File: src/rtl/bus_arbiter.sv
// Two-requester (CPU6 / DMA) memory bus arbiter with fixed wait-state sequencing.
// Define BUS_ARB_RR_EN to resolve ties round-robin instead of CPU-first priority.
module bus_arbiter #(
    parameter int unsigned WAIT_STATES   = 1,
    parameter int unsigned DMA_MAX_BURST = 4
) (
    input  logic        clock,
    input  logic        reset_,
    input  logic        cpu_req,
    input  logic        cpu_we,
    input  logic [15:0] cpu_addr,
    input  logic [7:0]  cpu_wdata,
    output logic        cpu_grant,
    output logic        cpu_done,
    input  logic        dma_req,
    input  logic        dma_we,
    input  logic [15:0] dma_addr,
    input  logic [7:0]  dma_wdata,
    output logic        dma_grant,
    output logic        dma_done,
    output logic [7:0]  rd_data,
    output logic        mem_en,
    output logic        mem_we,
    output logic [15:0] mem_addr,
    output logic [7:0]  mem_wdata,
    input  logic [7:0]  mem_rdata
);

    typedef enum logic [1:0] {IDLE, ACCESS, DONE} state_e;
    typedef enum logic {OWN_C, OWN_D} owner_e;

    localparam logic [3:0] WAIT_INIT = 4'(WAIT_STATES);
    localparam logic [3:0] BURST_MAX = 4'(DMA_MAX_BURST);

    state_e      state_q, state_d;
    owner_e      owner_q, owner_d;
    logic [3:0]  burst_q, burst_d;
    logic [3:0]  wait_q, wait_d;
    logic        we_q, we_d;
    logic [15:0] addr_q, addr_d;
    logic [7:0]  wdata_q, wdata_d;
    logic [7:0]  rd_q, rd_d;
    logic        cpu_grant_q, cpu_grant_d;
    logic        dma_grant_q, dma_grant_d;
    logic        cpu_done_q, cpu_done_d;
    logic        dma_done_q, dma_done_d;
    logic        mem_en_q, mem_en_d;
    logic        mem_we_q, mem_we_d;

    logic   hold;
    owner_e tie_win;
    owner_e win;

    // owner_q doubles as last_owner: it keeps the previous owner while IDLE.
    always_comb begin
        hold = (owner_q == OWN_D) && dma_req && (burst_q < BURST_MAX);
`ifdef BUS_ARB_RR_EN
        tie_win = (owner_q == OWN_C) ? OWN_D : OWN_C;
`else
        tie_win = OWN_C;
`endif
        if (hold)
            win = OWN_D;
        else if (cpu_req && dma_req)
            win = tie_win;
        else if (cpu_req)
            win = OWN_C;
        else
            win = OWN_D;
    end

    always_ff @(posedge clock or negedge reset_) begin
        if (!reset_) begin
            state_q     <= IDLE;
            owner_q     <= OWN_C;
            burst_q     <= '0;
            wait_q      <= '0;
            we_q        <= 1'b0;
            addr_q      <= '0;
            wdata_q     <= '0;
            rd_q        <= '0;
            cpu_grant_q <= 1'b0;
            dma_grant_q <= 1'b0;
            cpu_done_q  <= 1'b0;
            dma_done_q  <= 1'b0;
            mem_en_q    <= 1'b0;
            mem_we_q    <= 1'b0;
        end else begin
            state_q     <= state_d;
            owner_q     <= owner_d;
            burst_q     <= burst_d;
            wait_q      <= wait_d;
            we_q        <= we_d;
            addr_q      <= addr_d;
            wdata_q     <= wdata_d;
            rd_q        <= rd_d;
            cpu_grant_q <= cpu_grant_d;
            dma_grant_q <= dma_grant_d;
            cpu_done_q  <= cpu_done_d;
            dma_done_q  <= dma_done_d;
            mem_en_q    <= mem_en_d;
            mem_we_q    <= mem_we_d;
        end
    end

    always_comb begin
        state_d = state_q;
        owner_d = owner_q;
        burst_d = burst_q;
        wait_d  = wait_q;
        we_d    = we_q;
        addr_d  = addr_q;
        wdata_d = wdata_q;
        rd_d    = rd_q;
        unique case (state_q)
            IDLE: begin
                if (cpu_req || dma_req) begin
                    owner_d = win;
                    wait_d  = WAIT_INIT;
                    state_d = ACCESS;
                    if (win == OWN_C) begin
                        we_d    = cpu_we;
                        addr_d  = cpu_addr;
                        wdata_d = cpu_wdata;
                        burst_d = '0;
                    end else begin
                        we_d    = dma_we;
                        addr_d  = dma_addr;
                        wdata_d = dma_wdata;
                        if (!cpu_req)
                            burst_d = '0;
                        else if (burst_q != 4'hF)
                            burst_d = burst_q + 4'd1;
                    end
                end
            end
            ACCESS: begin
                if (wait_q == '0) begin
                    state_d = DONE;
                    if (!we_q)
                        rd_d = mem_rdata;
                end else begin
                    wait_d = wait_q - 4'd1;
                end
            end
            DONE: state_d = IDLE;
            default: state_d = IDLE;
        endcase
    end

    // Outputs are decoded from the next state so they register in step with it.
    always_comb begin
        cpu_grant_d = (state_d != IDLE) && (owner_d == OWN_C);
        dma_grant_d = (state_d != IDLE) && (owner_d == OWN_D);
        cpu_done_d  = (state_d == DONE) && (owner_d == OWN_C);
        dma_done_d  = (state_d == DONE) && (owner_d == OWN_D);
        mem_en_d    = (state_d == ACCESS);
        mem_we_d    = (state_d == ACCESS) && we_d;
    end

    assign cpu_grant = cpu_grant_q;
    assign dma_grant = dma_grant_q;
    assign cpu_done  = cpu_done_q;
    assign dma_done  = dma_done_q;
    assign rd_data   = rd_q;
    assign mem_en    = mem_en_q;
    assign mem_we    = mem_we_q;
    assign mem_addr  = addr_q;
    assign mem_wdata = wdata_q;

endmodule

File: config.mk
export PLATFORM = sky130hd
export DESIGN_NAME = bus_arbiter
export DESIGN_NICKNAME = d
export VERILOG_FILES = /design/src/rtl/bus_arbiter.sv
export SDC_FILE = /design/constraint.sdc
export NUM_CORES = 1
export LEC_CHECK = 0
export ABC_AREA = 1
export CORE_MARGIN = 2
export CORE_UTILIZATION = 38
export CTS_CLUSTER_SIZE = 10
export DETAILED_ROUTE_END_ITERATION = 16
export GPL_TIMING_DRIVEN = 0
export HOLD_SLACK_MARGIN = 0.03
export PLACE_DENSITY = 0.79
export SLEW_MARGIN = 0
export SYNTH_ARGS = -nofsm -noshare
export SYNTH_HDL_FRONTEND = slang
export SYNTH_SLANG_ARGS = --single-unit
File: constraint.sdc
create_clock -name clock -period 1.3 [get_ports clock]
set_clock_uncertainty 0.15 [all_clocks]
set_input_delay 0.195 -clock clock [delete_from_list [all_inputs] [get_ports clock]]
set_output_delay 0.195 -clock clock [all_outputs]
set_load 0.005 [all_outputs]
-- After elaboration in Yosys (flattened, before gate mapping)
Cells that the tools add are included.
- register bits: 50
- output and inout bits: 38
- word-level logic and storage cells: 62
- add/subtract/negate cells: 2
- order comparisons: 1
- equality and inequality tests: 7
- muxes and demuxes: 19
- bitwise gates (word level): 2
- reduce and logical (&&, ||, !) cells: 17
- operators with widths (operator ; number):
    4-bit two-way mux ; 5
    16-bit two-way mux ; 1
    3-bit AND reduction ; 3
    1-bit logical AND ; 8
    1-bit two-way mux ; 8
    8-bit two-way mux ; 1
    4-bit one-hot mux with 2 select lines ; 1
    4-bit by 1-bit adder with 4-bit output, second input constant ; 1
    2-bit by 1-bit equality test with 1-bit output, second input constant ; 2
    4-bit zero test ; 1
    4-bit by 3-bit < comparator with 1-bit output, second input constant ; 1
    2-bit two-way mux ; 2
    2-bit inequality test, second input constant ; 2
    4-bit inequality test, second input constant ; 1
    2-bit one-hot mux with 2 select lines ; 1
    2-bit nonzero test ; 2
    4-bit by 1-bit subtractor with 4-bit output, second input constant ; 1
    3-bit by 2-bit inequality test with 1-bit output, second input constant ; 1
    2-bit equality test, second input constant ; 1
    2-bit zero test ; 1
    1-bit inverter ; 2
    2-bit AND reduction ; 1
    1-bit logical OR ; 1

-- Longest topological paths before layout
- depth after elaboration: 7
- gate-level depth with buffers: 9

-- Worst setup path after synthesis
Ideal clock, no wire load.
- path kind: register -> register
- from: register wait_q[0]
- to: register rd_q[0] (netlist: rd_data[0])
- setup time: 0.117 ns
- arrival: 1.076 ns
- data required time: 1.033 ns
- path slack: -0.043 ns
- stages on the path, launching flop included: 8
- buffers on the path: 0
- clock period less this slack: 1.343 ns
- cells stage by stage: dfrtp_1 > inv_1 > ha_1 > nand2_1 > nor2_1 > nand2_1 > nand2_1 > nand2_1
- longest elaborated chain between the ends: 2
- ends and longest elaborated chain (element ; RTL line ; RTL):
    start, declared ; 38 ; logic [3:0] wait_q, wait_d;
    start signal, assigned ; 92 ; wait_q <= wait_d;
    4-bit zero test ; 138 ; if (wait_q == '0) begin
    3-bit AND reduction (no line) ; - ;
    end signal, assigned ; 96 ; rd_q <= rd_d;
    end, declared ; 42 ; logic [7:0] rd_q, rd_d;
Every way passes these cells.
A chain may end at the register's enable or synchronous reset.

-- Final worst setup path
- from: register state_q[1]
- to: register wait_q[1]
- longest elaborated chain between the ends: 3
- elaborated cells on any way between the ends: 7
- ends and longest elaborated chain (element ; RTL line ; RTL):
    start, declared ; 35 ; state_e state_q, state_d;
    start signal, assigned ; 89 ; state_q <= state_d;
    2-bit by 1-bit equality test with 1-bit output or 2-bit zero test (tied branches) ; 115 ; unique case (state_q)
    2-bit inequality test (no line) or 2-bit nonzero test (tied branches) ; - ;
    3-bit AND reduction (no line) ; - ;
Several ways; a longest one is shown, not always the timed one.

==> run summary <==
Root Driver: clkbuf_8
Wire length on met3: 526 µm
Pwr dens: 2121 nW/µm²
H-tree depth: 2
CTS tree: yes
P&R area growth vs syn: 69.76%
Mean Syn Cell Area: 9.143 µm²
Seq pwr share: 31.3%
Setup TNS: -4203 ps
Met2 Wirelength: 3180 µm
Combinational share of power: 56.2%
Fill count: 488
Sw Pwr: 3.249 mW
Clock power frac: 12.5%
Worst setup margin: -145.7 ps
FP Rows: 28
DP Cell Count: 432
Number of remaining DRC errors: 0
Ant diodes: 0
Max_slew headroom: 64.11%
Final min period: 1446 ps
Crit. End Element: flop
Worst Setup Start Kind: flop
Synth area leader: dfrtp_1
Nets: 444
Critical path peak fanout: 5
Fin. max-slew vios: 0
Total grt overflow: 0
Most area-consuming cells after synthesis: dfrtp_1 53%, nand3_1 7.9%, a21oi_2 7.5%
Crit Path Class: flop to flop
Layout cells sized above 1: 29.21%
P_int: 5.212 mW
Worst Tran Pin Value: 538.3 ps
Yosys synthesis warning count: 0
Total CTS buffers: 5
Fmax: 691.7 MHz
Met1 WL: 2775 µm
Max_cap viols: 0
Post-Syn Instances: 257
RSZ-0062 raised after global routing: yes
TritonRoute pass-1 iters: 4
Hold Path Class: input port to async pin
Final Wtd Congestion: 0.7810
#FFs+latches synth: 50
Setup violators final: 45
Failing checks: setup timing
Register area: 1251 µm²
Pre-CTS WS: -425.3 ps
Vias: 2209
Mapped Nets: 322
Post-DP HPWL: 4475 µm
Core ar.: 5956 µm²
Post-synthesis sequential area ratio: 53.25%
Worst endpoint data arrival time: 1480 ps
Mapped Area: 2350 µm²
Distinct cells, synth: 23
Vias per cell: 4.855
Clock Path Buffers: 2
Multi-input logic area: 1139 µm²
Clock latency on the worst-skew pair: 300 ps
Drt first-iter violations: 97
Reg clk slew, reported paths: 80 ps
PortBufs: 99
GRT Overall Usage: 19.09%
Starting Density: 39.45%
Commonest cells after routing, fill and taps aside: 60 x clkdlybuf4s50_1, 50 x dfrtp_1, 35 x nand3_1, 34 x clkdlybuf4s15_1, 33 x a21oi_2
Clock tree sinks: 50
Fin util: 66.97%
Uppermost routed layer: met4
Routed Wire Length: 6568 µm
Commonest non-fill, non-tap cell in the layout: clkdlybuf4s50_1
Area share of the largest cell type after synthesis: 53.25%
Die ar.: 6829 µm²
Initial antenna violation count: 0
Io pins: 100
Largest net degree at the start of global routing: 28
DRT antenna net count: 0
Fin cells: 455
First-pass GRT wire length: 9818 µm
Wirelength per Cell: 14.44 µm
Final hold violation count: 0
Worst EP required: 1340 ps
Hold WS: 260.0 ps
Run status: finished, violations left
Die width: 82.64 µm
Switch share: 38.40%
Vias in the first global route: 2181
Die Ht: 82.64 µm
Final worst-path cycle share: 111.2%
Leakage: 1.733 nW
Worst vdd ir: 0.8615 mV
path summary, 6_finish.rpt:
check,start,to,slack (ps),cells past startpoint
max in group asynchronous,reset_,mem_addr[1]$_DFFE_PN0P_,210,3
hold reg to reg,rd_data[1]$_DFFE_PN0P_,rd_data[1]$_DFFE_PN0P_,330,2
hold / removal,reset_,mem_en$_DFF_PN0_,260,2
setup / recovery,state_q[1]$_DFF_PN0_,wait_q[1]$_DFFE_PN0P_,-150,9
min in group clock,cpu_addr[11],mem_addr[11]$_DFFE_PN0P_,310,3
setup reg to reg,state_q[1]$_DFF_PN0_,wait_q[1]$_DFFE_PN0P_,-150,9
sequential cells by signal, indices dropped and copies added (netlist names):
| name | flops |
|---|---|
| rd_data | 8 |
| dma_grant | 1 |
| wait_q | 4 |
| mem_en | 1 |
| cpu_grant | 1 |
| mem_we | 1 |
| mem_addr | 16 |
| cpu_done | 1 |
| burst_q | 4 |
| dma_done | 1 |
| we_q | 1 |
| owner_q | 1 |
| mem_wdata | 8 |
| state_q | 2 |
through the flow:
step	instance area, µm²	power, mW
global route	3989	9.088
finish	3989	8.461
detailed placement	3465	6.584
CTS	3770	7.802
floorplan	2365	4.687
global placement	3450	6.463
worst max-delay path, cell delays in order (launching register included):
cell and delay [ps]:
dfrtp_1 390, inv_2 70, nand2_2 60, nor2_4 150, clkinv_4 130, buf_12 160
nand2_4 70, inv_4 40, nand2_1 60, o31ai_1 60
logic make-up after synthesis:
logic type      Yosys count  synth area share, %
compound gates           56                15.39
xor+xnor                  1               0.3728
fa+ha+maj                 3                1.598
buf+inv                  33                7.774
mux                       1               0.4260
simple gates            113                21.19
flops                    50                53.25
routing by layer:
layer | vias to the layer above | track usage [%]
met3 | 7 | 5.543
met2 | 75 | 32.50
met5 | - | 0
li1 | 1089 | -
met4 | 0 | 6.393
met1 | 1038 | 23.16
cell type report:
type                    instances  share of cell area (%)
flip-flops and latches         50                   31.37
repair buffers                115                   28.83
multi-input cells             174                   28.54
plain buffers                  15                   4.360
well taps                      75                   2.353
clock buffers                   7                   1.913
inverters                      18                   1.882
clock inverters                 1                  0.7528
power groups by stage:
stage	Sequential, mW	Combinational, mW	Clock, mW
after floorplan	2.69	2.00	0
after global placement	2.63	3.83	0
after detailed placement	2.64	3.94	0
after CTS	2.63	4.09	1.09
after global routing	2.72	5.21	1.15
final	2.65	4.75	1.06
Yosys cell counts (all sizes together):
cell,count
inv,17
dfrtp,50
o31ai,1
o21ai,4
nand2,39
a21oi,51
ha,3
xor2,1
buf,15
clkinv,1
nor2,37
mux2i,1
nand3,37
what timing repair did:
action | CTS | global route
setup buffers | 7 | 5
endpoints found under the hold margin | 23 | 0
pin swaps | 6 | 7
cloned | 1 | 1
setup endpoints to repair | 83 | 60
gates resized for setup | 100 | 45
hold buffers | 1 | 0
No activity file was read; power rests on OpenSTA's default activity.
